`config.mk`:
```
export PLATFORM = sky130hd
export DESIGN_NAME = sdram_axi_rd_splitter
export DESIGN_NICKNAME = d
export VERILOG_FILES = /design/src/rtl/sdram_axi_rd_splitter.sv
export SDC_FILE = /design/constraint.sdc
export NUM_CORES = 1
export LEC_CHECK = 0
export CAP_MARGIN = 5
export CORE_ASPECT_RATIO = 0.9
export CORE_MARGIN = 2
export CORE_UTILIZATION = 40
export CTS_CLUSTER_SIZE = 8
export DETAILED_ROUTE_END_ITERATION = 8
export PLACE_DENSITY = 0.68
export SLEW_MARGIN = 25
export SYNTH_ARGS = -nofsm -noshare
export SYNTH_HDL_FRONTEND = slang
export SYNTH_SLANG_ARGS = --single-unit
```
`constraint.sdc`:
```
create_clock -name clk_i -period 7.04 [get_ports clk_i]
set_input_delay 0.704 -clock clk_i [delete_from_list [all_inputs] [get_ports clk_i]]
set_output_delay 0.704 -clock clk_i [all_outputs]
set_load 0.05 [all_outputs]
```
`src/rtl/sdram_axi_rd_splitter.sv`:
```
// AXI4 read burst splitter: breaks one upstream INCR burst into sub-bursts of at most
// MAX_BEATS beats that never cross a 2^BOUNDARY_W-byte row, with one RLAST for the whole burst.
module sdram_axi_rd_splitter #(
  parameter int unsigned MAX_BEATS  = 8,
  parameter int unsigned BOUNDARY_W = 11
) (
  input  logic        clk_i,
  input  logic        rst_i,
  input  logic        inport_arvalid_i,
  input  logic [31:0] inport_araddr_i,
  input  logic [3:0]  inport_arid_i,
  input  logic [7:0]  inport_arlen_i,
  input  logic [1:0]  inport_arburst_i,
  output logic        inport_arready_o,
  output logic        inport_rvalid_o,
  output logic [31:0] inport_rdata_o,
  output logic [1:0]  inport_rresp_o,
  output logic [3:0]  inport_rid_o,
  output logic        inport_rlast_o,
  input  logic        inport_rready_i,
  output logic        outport_arvalid_o,
  output logic [31:0] outport_araddr_o,
  output logic [3:0]  outport_arid_o,
  output logic [7:0]  outport_arlen_o,
  output logic [1:0]  outport_arburst_o,
  input  logic        outport_arready_i,
  input  logic        outport_rvalid_i,
  input  logic [31:0] outport_rdata_i,
  input  logic [1:0]  outport_rresp_i,
  input  logic [3:0]  outport_rid_i,
  input  logic        outport_rlast_i,
  output logic        outport_rready_o
);

  localparam logic [1:0] BurstFixed = 2'b00;
  localparam logic [1:0] BurstIncr  = 2'b01;
  localparam logic [8:0] MaxBeats   = 9'(MAX_BEATS);

  typedef enum logic [1:0] {StIdle, StIssue, StData} state_e;

  state_e      r_state;
  logic [31:0] r_addr;
  logic [8:0]  r_rem;
  logic [8:0]  r_n;
  logic [3:0]  r_id;
  logic [1:0]  r_burst;
  logic        r_arready;
  logic        r_arvalid;
  logic [31:0] r_araddr;
  logic [7:0]  r_arlen;

  logic [31:0] w_calc_addr;
  logic [8:0]  w_calc_rem;
  logic [1:0]  w_calc_burst;
  logic [8:0]  w_rem_in;
  logic [31:0] w_bnd;
  logic [8:0]  w_n;
  logic [8:0]  w_nm1;
  logic        w_data;
  logic        w_r_last_hs;
  logic        w_unused;

  assign w_rem_in = {1'b0, inport_arlen_i} + 9'd1;

  // Sub-burst size is computed from the incoming AR in IDLE, else from the running state.
  always_comb begin
    w_calc_addr  = r_addr;
    w_calc_rem   = r_rem;
    w_calc_burst = r_burst;
    if (r_state == StIdle) begin
      w_calc_addr  = inport_araddr_i;
      w_calc_rem   = w_rem_in;
      w_calc_burst = inport_arburst_i;
    end
    w_bnd = ((32'd1 << BOUNDARY_W) -
             {{(32-BOUNDARY_W){1'b0}}, w_calc_addr[BOUNDARY_W-1:0]}) >> 2;
    w_n = w_calc_rem;
    if (w_calc_burst == BurstIncr) begin
      if (w_n > MaxBeats) w_n = MaxBeats;
      if (w_bnd < {23'd0, w_n}) w_n = w_bnd[8:0];
    end
    w_nm1 = w_n - 9'd1;
  end

  assign w_data      = (r_state == StData);
  assign w_r_last_hs = w_data && outport_rvalid_i && inport_rready_i && outport_rlast_i;
  assign w_unused    = ^{outport_rid_i, w_nm1[8]};

  always_ff @(posedge clk_i or posedge rst_i) begin
    if (rst_i) begin
      r_state   <= StIdle;
      r_addr    <= '0;
      r_rem     <= '0;
      r_n       <= '0;
      r_id      <= '0;
      r_burst   <= '0;
      r_arready <= 1'b0;
      r_arvalid <= 1'b0;
      r_araddr  <= '0;
      r_arlen   <= '0;
    end else begin
      unique case (r_state)
        StIdle: begin
          r_arready <= 1'b1;
          if (inport_arvalid_i && r_arready) begin
            r_arready <= 1'b0;
            r_addr    <= inport_araddr_i;
            r_id      <= inport_arid_i;
            r_burst   <= inport_arburst_i;
            r_rem     <= w_rem_in;
            r_n       <= w_n;
            r_arvalid <= 1'b1;
            r_araddr  <= inport_araddr_i;
            r_arlen   <= w_nm1[7:0];
            r_state   <= StIssue;
          end
        end
        StIssue: begin
          if (outport_arready_i) begin
            r_arvalid <= 1'b0;
            r_rem     <= r_rem - r_n;
            if (r_burst != BurstFixed) r_addr <= r_addr + {21'd0, r_n, 2'b00};
            r_state   <= StData;
          end
        end
        StData: begin
          if (w_r_last_hs) begin
            if (r_rem == 9'd0) begin
              r_arready <= 1'b1;
              r_state   <= StIdle;
            end else begin
              r_arvalid <= 1'b1;
              r_araddr  <= r_addr;
              r_arlen   <= w_nm1[7:0];
              r_n       <= w_n;
              r_state   <= StIssue;
            end
          end
        end
        default: r_state <= StIdle;
      endcase
    end
  end

  assign inport_arready_o  = r_arready;
  assign outport_arvalid_o = r_arvalid;
  assign outport_araddr_o  = r_araddr;
  assign outport_arlen_o   = r_arlen;
  assign outport_arid_o    = r_id;
  assign outport_arburst_o = r_burst;
  assign inport_rid_o      = r_id;

  assign inport_rvalid_o  = w_data && outport_rvalid_i;
  assign outport_rready_o = w_data && inport_rready_i;
  assign inport_rdata_o   = w_data ? outport_rdata_i : 32'd0;
  assign inport_rresp_o   = w_data ? outport_rresp_i : 2'd0;
  assign inport_rlast_o   = w_data && outport_rlast_i && (r_rem == 9'd0);

endmodule
```
### Word-level counts from Yosys, hierarchy flattened

Cells that the tools add are included.

| operators by class | value |
|---|---|
| add/sub/neg operators | 5 |
| $lt $le $gt $ge | 2 |
| eq/ne operators | 9 |
| mux-type cells | 41 |
| reductions and logical operators | 20 |

Operator list:

| kind | number |
|---|---|
| two-way mux 32 bit | 6 |
| case mux 32 bit (2 select lines) | 2 |
| two-way mux 9 bit | 10 |
| case mux 9 bit (2 select lines) | 2 |
| adder 32 x 11 -> 32 bit | 1 |
| < comparator 30 x 9 -> 1 bit | 1 |
| two-way mux 8 bit | 3 |
| case mux 8 bit (2 select lines) | 1 |
| subtractor 12 x 11 -> 13 bit (first input constant) | 1 |
| two-way mux 11 bit | 1 |
| two-way mux 2 bit | 5 |
| adder 8 x 1 -> 9 bit (second input constant) | 1 |
| greater-than comparator 9 x 4 -> 1 bit (second input constant) | 1 |
| zero test 9 bit | 1 |
| AND reduction 3 bit | 3 |
| subtractor 9 bit | 1 |
| two-way mux 1 bit | 8 |
| AND reduction 4 bit | 2 |
| subtractor 8 x 1 -> 8 bit (second input constant) | 1 |
| logical AND 1 bit | 7 |
| != test 2 x 1 -> 1 bit (second input constant) | 3 |
| != test 2 bit (second input constant) | 3 |
| case mux 2 bit (3 select lines) | 1 |
| nonzero test 2 bit | 3 |
| other kinds (8) | 9 |

| storage, ports and cells | value |
|---|---|
| register bits | 100 |
| input bits | 91 |
| output and inout bits | 89 |

### Depth between registers and ports, before layout

Gate-level depths: netlist (run 1).

| logic depth | value |
|---|---|
| depth after elaboration | 12 |
| gate-level depth with buffers | 21 |
| mapped depth without buffers | 20 |

### Least setup slack after synthesis (run 1)

OpenSTA, ideal clock, no wires.

| path | value |
|---|---|
| kind | input -> register |
| start | in inport_araddr_i[1] |
| end | reg r_arlen[6] (netlist: outport_arlen_o[6]) |
| library setup time | 0.069 ns |
| arrival | 4.558 ns |
| setup slack | 2.413 ns |
| stages on the path | 19 |
| cells stage by stage | nor4_1 > a21oi_1 > or4_1 > buf_2 > or2_2 > nor2_1 > xnor2_1 > mux2_2 > ha_1 > and3_1 > o21ai_0 > o211ai_2 > o21a_1 > or2_2 > a2bb2oi_1 > ha_1 > o2111ai_1 > or4_1 > nand3_1 |

| on the way | value |
|---|---|
| cells in the longest elaborated chain, start to end | 9 |
| elaborated cells on any way between the ends | 10 |
| those cells by class | 2 x add/sub; 1 x order compare; 7 x mux |

RTL lines:

| element | RTL line | text |
|---|---|---|
| start, declared | 10 | `input logic [31:0] inport_araddr_i,` |
| two-way mux 11 bit * | 70 | `if (r_state == StIdle) begin` |
| subtractor 12 x 11 -> 13 bit * | 75 | `w_bnd = ((32'd1 << BOUNDARY_W) -` |
| < comparator 30 x 9 -> 1 bit | 80 | `if (w_bnd < {23'd0, w_n}) w_n = w_bnd[8:0];` |
| two-way mux 9 bit * | 80 |  |
| two-way mux 9 bit * | 78 | `if (w_calc_burst == BurstIncr) begin` |
| subtractor 8 x 1 -> 8 bit * | 82 | `w_nm1 = w_n - 9'd1;` |
| two-way mux 8 bit | 128 | `if (r_rem == 9'd0) begin` |
| two-way mux 8 bit | 127 | `if (w_r_last_hs) begin` |
| case mux 8 bit (2 select lines) * | 102 | `unique case (r_state)` |
| end signal, assigned | 114 | `r_arlen <= w_nm1[7:0];` |
| end signal, assigned | 134 | `r_arlen <= w_nm1[7:0];` |
| end, declared | 50 | `logic [7:0] r_arlen;` |

Every way passes the cells marked *; elsewhere a longest branch is shown, timed or not. The select of a mux whose other input is x is not followed.
A chain may end at the register's enable or synchronous reset.

### Worst setup path in the final report (run 1)

| path | value |
|---|---|
| start | reg r_state[1] |
| end | reg r_arlen[6] (netlist: outport_arlen_o[6]) |

| on the way | value |
|---|---|
| cells in the longest elaborated chain, start to end | 12 |
| elaborated cells on any way between the ends | 26 |
| those cells by class | 2 x add/sub; 2 x order compare; 5 x eq/ne; 11 x mux; 6 x reduce/logical |

RTL lines:

| element | RTL line | text |
|---|---|---|
| start, declared | 41 | `state_e r_state;` |
| start signal, assigned | 91 | `r_state <= StIdle;` |
| start signal, assigned | 115 | `r_state <= StIssue;` |
| start signal, assigned | 123 | `r_state <= StData;` |
| zero test 2 bit | 70, 102 |  |
| two-way mux 9 bit | 70 |  |
| greater-than comparator 9 x 4 -> 1 bit | 79 | `if (w_n > MaxBeats) w_n = MaxBeats;` |
| two-way mux 9 bit | 79 |  |
| two-way mux 9 bit | 78 |  |
| < comparator 30 x 9 -> 1 bit | 80 |  |
| two-way mux 9 bit | 80 |  |
| two-way mux 9 bit | 78 |  |
| subtractor 8 x 1 -> 8 bit | 82 |  |
| two-way mux 8 bit | 128 |  |
| two-way mux 8 bit | 127 |  |
| case mux 8 bit (2 select lines) | 102 |  |

Parallel ways exist; a longest one is shown, timed or not. The select of a mux whose other input is x is not followed.

==> metrics.md, run 1 <==
| Metric | Value |
|---|---|
| Status | `complete, no violations` |
| Clock slew at reported path FFs | `0.07 ns` |
| R2R Path End | `outport_arlen_o[6]$_DFFE_PP0P_` |
| Cells on worst reg2reg path | `19` |
| Final worst-path cycle share | `76.20%` |
| Slew Viols, Final | `0` |
| Post-CTS Resized | `0` |
| Clock Tree Root | `clkbuf_16` |
| Fmax | `186.4 MHz` |
| Most common flop cell mapped by yosys | `dfrtp_1` |
| Hold path depth | `2` |
| Final #Nets | `1104` |
| Max Cap Viol | `0` |
| Routed len/inst | `approximately 18 um` |
| Hold buffers post-CTS | `0` |
| R2R setup slack | `1.68 ns` |
| Min-delay src | `outport_araddr_o[2]$_DFFE_PP0P_` |
| Crit-path cells | `nor2_2 -> buf_4 -> mux2_4 -> or4_1 -> or2_2 -> nor2_1 -> xnor2_1 -> mux2_2 -> ha_1 -> and3_1 -> o21ai_0 -> o211ai_2 -> o21a_1 -> or2_2 -> a2bb2oi_1 -> ha_1 -> o2111ai_1 -> or4_1 -> nand3_1` |
| RSZ-0062 raised after global routing | `false` |
| Count of cell types in the netlist | `66` |
| # fillers | `1581` |
| Worst-Skew Late Latency | `0.36 ns` |
| IO buf count | `175` |
| Final hold violations | `0` |
| Asr flop ratio synth | `100.0%` |
| CTS Buffer Depth | `2` |
| Placed Cells incl. Taps | `1184` |
| Dpl hpwl | `15.74 mm` |
| Worst Path Max Fanout | `27` |
| Antenna violations before repair | `1` |
| Placed cell areas | `8797 um^2` |
| CP top delay family | `simple AND/OR/NAND/NOR gates` |
| Req. time, crit path | `7.33 ns` |
| Post-Synth Simple-Gate Area | `23.50%` |
| LEAKAGE | `0.003968 uW` |
| Most common cell after layout, fill and taps aside | `clkdlybuf4s50_1` |
| Yosys reg bits | `100` |
| Final WL | `21.16 mm` |
| Synth Area in Adders | `5.493%` |
| Routed Antenna Nets | `0` |
| Critical Path Sink Type | `flip-flop` |
| Fin Setup TNS | `0 ns` |
| GR Util All Layers | `between 20% and 30%` |
| CTS tree | `done` |
| Largest net degree at the start of global routing | `59` |
| Layout cells sized above 1 | `under 10%` |
| Crit path launch type | `flip-flop` |
| Largest stage delay, worst path | `0.71 ns` |
| Vias in the first global route | `6332` |
| Xor/xnor cell area share of the yosys netlist | `about 3.4%` |
| Die width | `142.2 um` |
| Final standard cell area without fillers | `a little over 9000 um^2` |
| CTS Buf Count | `9` |
| Core area | `16830 um^2` |
| Cells after synthesis | `833` |
| Post-synth top area share | `36.38%` |
| Htree depth | `3` |
| Placer Congestion | `0.9231` |
| Commonest non-fill, non-tap cells in the layout | `175 x clkdlybuf4s50_1, 125 x nand2_1, 100 x dfrtp_1, 81 x o21ai_0, 59 x nor2_1` |
| Combinational family with the most area after synthesis | `simple AND/OR/NAND/NOR gates` |
| P&R area growth vs syn | `32.19%` |
| Rel. slew slack | `37.52%` |
| Clk_skew | `0.008564 ns` |
| Row count | `between 40 and 50` |
| Tightest Hold Check Type | `reg2reg` |
| Finish-stage setup viols | `0` |
| Final Instance Count excl. Fillers | `between 1000 and 1500` |
| DRT Pass-1 Iters | `5` |
| Post-CTS Setup Inserts | `0` |
| CTS Sinks | `100` |
| Synth Area in Compound Gates | `19.84%` |
| Minimum clock period after layout | `5.365 ns` |
| Gr ovfl total | `0` |
| Mapped cell area | `6879 um^2` |
| Critical-path top delay cell | `or4_1` |
| Die extent in y | `128.4 um` |
| DRC viols | `0` |
| Worst path bufs/invs | `1` |
| Yosys top cell by area | `dfrtp_1` |
| Mux contribution to synthesized area | `under 10%` |
| First-pass GRT wire length | `roughly 33 mm` |
| Hold path endpoint | `outport_araddr_o[2]$_DFFE_PP0P_` |
| IO Pins | `180` |
| Yosys warning count | `0` |
| Drt first-iter violations | `532` |
| Maximum vdd drop | `roughly 0.21 mV` |
| Syn_area_per_cell | `8.258 um^2` |
| WP data arrival | `~5.7 ns` |
| Number of flops mapped to enable cells by yosys | `0` |
| DR vias | `6728` |
| Synth top area cells | `dfrtp_1 36%, nand2_1 6.9%, mux2i_1 6.4%, o21ai_0 5.9%, ha_1 4.9%` |
| Full die area | `~18000 um^2` |
| DR vias/cell | `~5.6` |
| Worst r2r src | `r_state[1]$_DFFE_PP0P_` |
| Starting density of the core | `40.86%` |
| Worst-margin pin slew | `0.9339 ns` |
| PD cells | `about 520 nW/um^2` |
| Crit Path Category | `reg2reg` |
| Seq/Total Area, Yosys | `36.38%` |
synthesized netlist by cell type (all sizes together) (3+ instances only):
library cell  number
a211oi            14
nand3             15
clkbuf            40
nor3b              3
o211ai             5
xnor2             16
nand2b             8
nor2b              8
nand4              3
or2                7
and3              13
a21oi             47
nor2              63
a21boi             4
o21a               8
inv               28
dfrtp            100
mux2i             44
a21o               7
or4                3
a31oi              6
o22ai             10
o31ai              3
nor3              18
o31a               3
nor4              11
buf               10
o2111ai            3
ha                27
nand2            127
o21ai             83
xor2              11
and2              39
or3                6
a311oi             7
and4               4
how the worst max path moves through the flow:
stage / from / to / slack (ns) / cells after the start
final: r_state[1]$_DFFE_PP0P_ / outport_arlen_o[6]$_DFFE_PP0P_ / 1.68 / 19
after global routing: r_state[1]$_DFFE_PP0P_ / outport_arlen_o[6]$_DFFE_PP0P_ / 1.30 / 19
after CTS: r_state[1]$_DFFE_PP0P_ / outport_arlen_o[6]$_DFFE_PP0P_ / 1.76 / 19
after detailed placement: inport_araddr_i[1] / outport_arlen_o[6]$_DFFE_PP0P_ / 1.45 / 19
after global placement: inport_araddr_i[1] / outport_arlen_o[6]$_DFFE_PP0P_ / 1.51 / 19
after floorplan: inport_araddr_i[1] / outport_arlen_o[6]$_DFFE_PP0P_ / 2.41 / 19
cell type report:
type	count	area, um^2	area share (%)
timing repair buffer	186	1834	20.17
multi-input combinational	659	4094	45.02
inverter	28	107.6	1.183
clock inverter	5	60.06	0.6604
clock buffer	10	229.0	2.518
antenna	1	2.502	0.02752
sequential	100	2502	27.52
tap	211	264.0	2.903
registers in the layout, summed over array words and instances (netlist names):
register and flops:
r_state 2, outport_arvalid_o 1, inport_rid_o 4, outport_araddr_o 32
outport_arlen_o 8, outport_arburst_o 2, r_n 9, r_rem 9
inport_arready_o 1, r_addr 32
per-layer routing:
| layer | wire length, um | track usage (%) |
|---|---|---|
| met5 | 0 | 0 |
| met2 | 9502 | 37.31 |
| met3 | 1544 | 3.796 |
| met1 | 9574 | 31.58 |
| met4 | 536 | 8.941 |
power by group:
part / internal (uW) / switching (uW) / leakage, uW
registers: 861 / 279 / 0.00120
logic: 1130 / 1970 / 0.00262
clock network: 276 / 233 / 0.000139
worst reg2reg max path: stages (launching register included):
cell       delay (ns)
dfrtp_1          0.48
nor2_2           0.14
buf_4            0.34
mux2_4           0.38
or4_1            0.71
or2_2            0.38
nor2_1           0.13
xnor2_1          0.13
mux2_2           0.19
ha_1             0.24
and3_1           0.21
o21ai_0          0.13
o211ai_2         0.16
o21a_1           0.23
or2_2            0.28
a2bb2oi_1        0.24
ha_1             0.25
o2111ai_1        0.15
or4_1            0.44
nand3_1          0.10
metrics by stage:
stage	power (uW)	util (%)	setup WS, ns	hold slack (ns)
after global placement	4178	52.26	1.515	0.4637
final	4751	54.02	1.675	0.4777
after CTS	4751	53.97	1.763	0.4857
after floorplan	3311	-	2.413	0.4677
after detailed placement	4224	52.26	1.446	0.4698
after global routing	5115	54.02	1.302	0.5090
cell families after synthesis:
kind of cell,Yosys count
mux,46
xor+xnor,27
fa+ha+maj,29
simple gates,331
flops,100
buf+inv,78
other cells,1
compound gates,221
Power figures use the tool's default switching activity.
==> run 2: changes to the inputs <==
==> constraint.sdc (replaced) <==
create_clock -name clk_i -period 5 [get_ports clk_i]
set_input_delay 0.5 -clock clk_i [delete_from_list [all_inputs] [get_ports clk_i]]
set_output_delay 0.5 -clock clk_i [all_outputs]
set_load 0.05 [all_outputs]
==> metrics.md, run 2 (same netlist as run 1, synthesis figures left out) <==
| Metric | Value |
|---|---|
| PD cells | `728.5 nW/um^2 (was 522.5 nW/um^2)` |
| IO buf count | `175 (unchanged)` |
| Core area | `16830 um^2 (unchanged)` |
| CTS Sinks | `100 (unchanged)` |
| Minimum clock period after layout | `4.736 ns (was 5.365 ns)` |
| Worst r2r src | `r_state[1]$_DFFE_PP0P_ (unchanged)` |
| Full die area | `18260 um^2 (unchanged)` |
| Hold path endpoint | `outport_araddr_o[3]$_DFFE_PP0P_ (was outport_araddr_o[2]$_DFFE_PP0P_)` |
| R2R Path End | `outport_arlen_o[6]$_DFFE_PP0P_ (unchanged)` |
| WP data arrival | `5.03 ns (was 5.65 ns)` |
| Worst-Skew Late Latency | `0.36 ns (about the same)` |
| Placed cell areas | `9015 um^2 (was 8797 um^2)` |
| Slew Viols, Final | `0 (unchanged)` |
| Fmax | `211.1 MHz (was 186.4 MHz)` |
| Clock Tree Root | `clkbuf_16 (unchanged)` |
| Tot Pwr | `6772 uW (was 4751 uW)` |
| Final hold violations | `0 (unchanged)` |
| Crit Path Category | `reg2reg (unchanged)` |
| First-pass GRT wire length | `33.64 mm (was 33.27 mm)` |
| IO Pins | `180 (unchanged)` |
| Clock slew at reported path FFs | `0.07 ns (about the same)` |
| Placer Congestion | `0.8996 (was 0.9231)` |
| Cells on worst reg2reg path | `18 (was 19)` |
| Post-CTS Setup Inserts | `0 (unchanged)` |
| Rel. slew slack | `36.92% (was 37.52%)` |
| Final WL | `21.46 mm (was 21.16 mm)` |
| Starting density of the core | `40.86% (unchanged)` |
| Place WS | `-0.03143 ns (was 1.446 ns)` |
| Gr ovfl total | `0 (unchanged)` |
| Commonest non-fill, non-tap cells in the layout | `175 x clkdlybuf4s50_1, 125 x nand2_1, 100 x dfrtp_1, 80 x o21ai_0, 59 x nor2_1 (was 175 x clkdlybuf4s50_1, 125 x nand2_1, 100 x dfrtp_1, 81 x o21ai_0, 59 x nor2_1)` |
| DRC viols | `0 (unchanged)` |
| Routed len/inst | `17.44 um (was 17.63 um)` |
| CTS tree | `done (unchanged)` |
| R2R setup slack | `0.26 ns (was 1.68 ns)` |
| Die width | `142.2 um (unchanged)` |
| Hold buffers post-CTS | `0 (unchanged)` |
| Critical Path Sink Type | `flip-flop (unchanged)` |
| Final Util | `55.21% (was 54.02%)` |
| DR vias/cell | `5.502 (was 5.607)` |
| Worst-margin pin slew | `0.9429 ns (was 0.9339 ns)` |
| Req. time, crit path | `5.29 ns (was 7.33 ns)` |
| Layout cells sized above 1 | `7.859% (was 5.061%)` |
| Most common cell after layout, fill and taps aside | `clkdlybuf4s50_1 (unchanged)` |
| Final worst-path cycle share | `94.72% (was 76.20%)` |
| CTS Buffer Depth | `2 (unchanged)` |
| Worst Path Max Fanout | `9 (was 27)` |
| CTS Buf Count | `9 (unchanged)` |
| Min-delay src | `outport_araddr_o[3]$_DFFE_PP0P_ (was outport_araddr_o[2]$_DFFE_PP0P_)` |
| Fin Setup TNS | `0 ns (unchanged)` |
| Final #Nets | `1133 (was 1104)` |
| Worst Setup Slack, final | `0.2639 ns (was 1.675 ns)` |
| Tightest Hold Check Type | `reg2reg (unchanged)` |
| Status | `complete, no violations (unchanged)` |
| DRT Pass-1 Iters | `5 (unchanged)` |
| Crit path launch type | `flip-flop (unchanged)` |
| Maximum vdd drop | `0.2873 mV (was 0.2148 mV)` |
| Row count | `45 (unchanged)` |
| Antenna violations before repair | `2 (was 1)` |
| Htree depth | `3 (unchanged)` |
| GR Util All Layers | `23.61% (was 23.19%)` |
| Vias in the first global route | `6286 (was 6332)` |
| Hold path depth | `2 (unchanged)` |
| Routed Antenna Nets | `0 (unchanged)` |
| P&R area growth vs syn | `35.12% (was 32.19%)` |
| Die extent in y | `128.4 um (unchanged)` |
| Final standard cell area without fillers | `9295 um^2 (was 9094 um^2)` |
| LEAKAGE | `0.004100 uW (was 0.003968 uW)` |
| Drt first-iter violations | `461 (was 532)` |
| DR vias | `6773 (was 6728)` |
| Finish-stage setup viols | `0 (unchanged)` |
| Largest net degree at the start of global routing | `73 (was 59)` |
| Clk_skew | `0.008589 ns (was 0.008564 ns)` |
| RSZ-0062 raised after global routing | `false (unchanged)` |
| Dpl hpwl | `16.22 mm (was 15.74 mm)` |
| Max Cap Viol | `0 (unchanged)` |
[run 2: changes by cell type in the layout (fill, tap and decap cells not counted), sizes merged]
cell	change
bufinv	-1
inv	+1
buf	+29
clkinv	+1
diode	+1
[run 2: where the power goes]
group / internal (uW) / leakage (uW) / switching [uW]
Clock: 344 / 0.000135 / 336
Sequential: 1210 / 0.00120 / 392
Combinational: 1680 / 0.00276 / 2810
[run 2: metal layers]
layer,GRT usage (%),share of wire [%],vias to the layer above
met3,3.908,6.6,31
met1,32.43,45,3189
met5,0,0,-
li1,-,-,3300
met2,37.68,46,253
met4,9.000,2.3,0
[run 2: how the worst max path moves through the flow]
| stage | from | end | slack [ns] | cells past startpoint |
|---|---|---|---|---|
| after CTS | r_state[1]$_DFFE_PP0P_ | outport_arlen_o[6]$_DFFE_PP0P_ | 0.27 | 18 |
| after detailed placement | inport_araddr_i[1] | outport_arlen_o[6]$_DFFE_PP0P_ | -0.03 | 19 |
| after floorplan | r_state[0]$_DFFE_PP0P_ | outport_arlen_o[6]$_DFFE_PP0P_ | 0.43 | 19 |
| after global placement | inport_araddr_i[1] | outport_arlen_o[6]$_DFFE_PP0P_ | 0.02 | 19 |
| final | r_state[1]$_DFFE_PP0P_ | outport_arlen_o[6]$_DFFE_PP0P_ | 0.26 | 18 |
| after global routing | r_state[1]$_DFFE_PP0P_ | outport_arlen_o[6]$_DFFE_PP0P_ | 0.03 | 18 |
[run 2: area by class of cell]
cell class	instances	area, um^2
Clock buffer	10	229.0
Tap cell	211	264.0
Sequential cell	100	2502
Timing Repair Buffer	215	2052
Clock inverter	6	46.29
Fill cell	1581	7540
Multi-Input combinational cell	659	4089
Inverter	28	107.6
Antenna cell	2	5.005
[run 2: through the flow]
step,std cells,hold WS [ns]
after CTS,1229,0.4844
after global routing,1231,0.4994
after global placement,1213,0.4618
after detailed placement,1213,0.4689
final,1231,0.4757
after floorplan,837,0.4677
[run 2: worst max-delay path, cell delays in order (launching register included)]
cell and delay [ns]:
dfrtp_1 0.51, nor2_2 0.20, mux2_4 0.32, or4_1 0.59, or2_2 0.33, nor2_1 0.13
xnor2_1 0.13, mux2_2 0.19, ha_1 0.24, and3_1 0.21, o21ai_1 0.13, o211ai_2 0.14
o21a_1 0.22, or2_2 0.29, a2bb2oi_1 0.23, ha_1 0.20, o2111ai_1 0.13, or4_1 0.41
nand3_1 0.09
[run 2: repair_timing]
action / 4_1_cts / 5_1_grt
endpoints found under the hold margin: 0 / 0
setup endpoints to repair: 0 / 1
gates resized for setup: 0 / 1
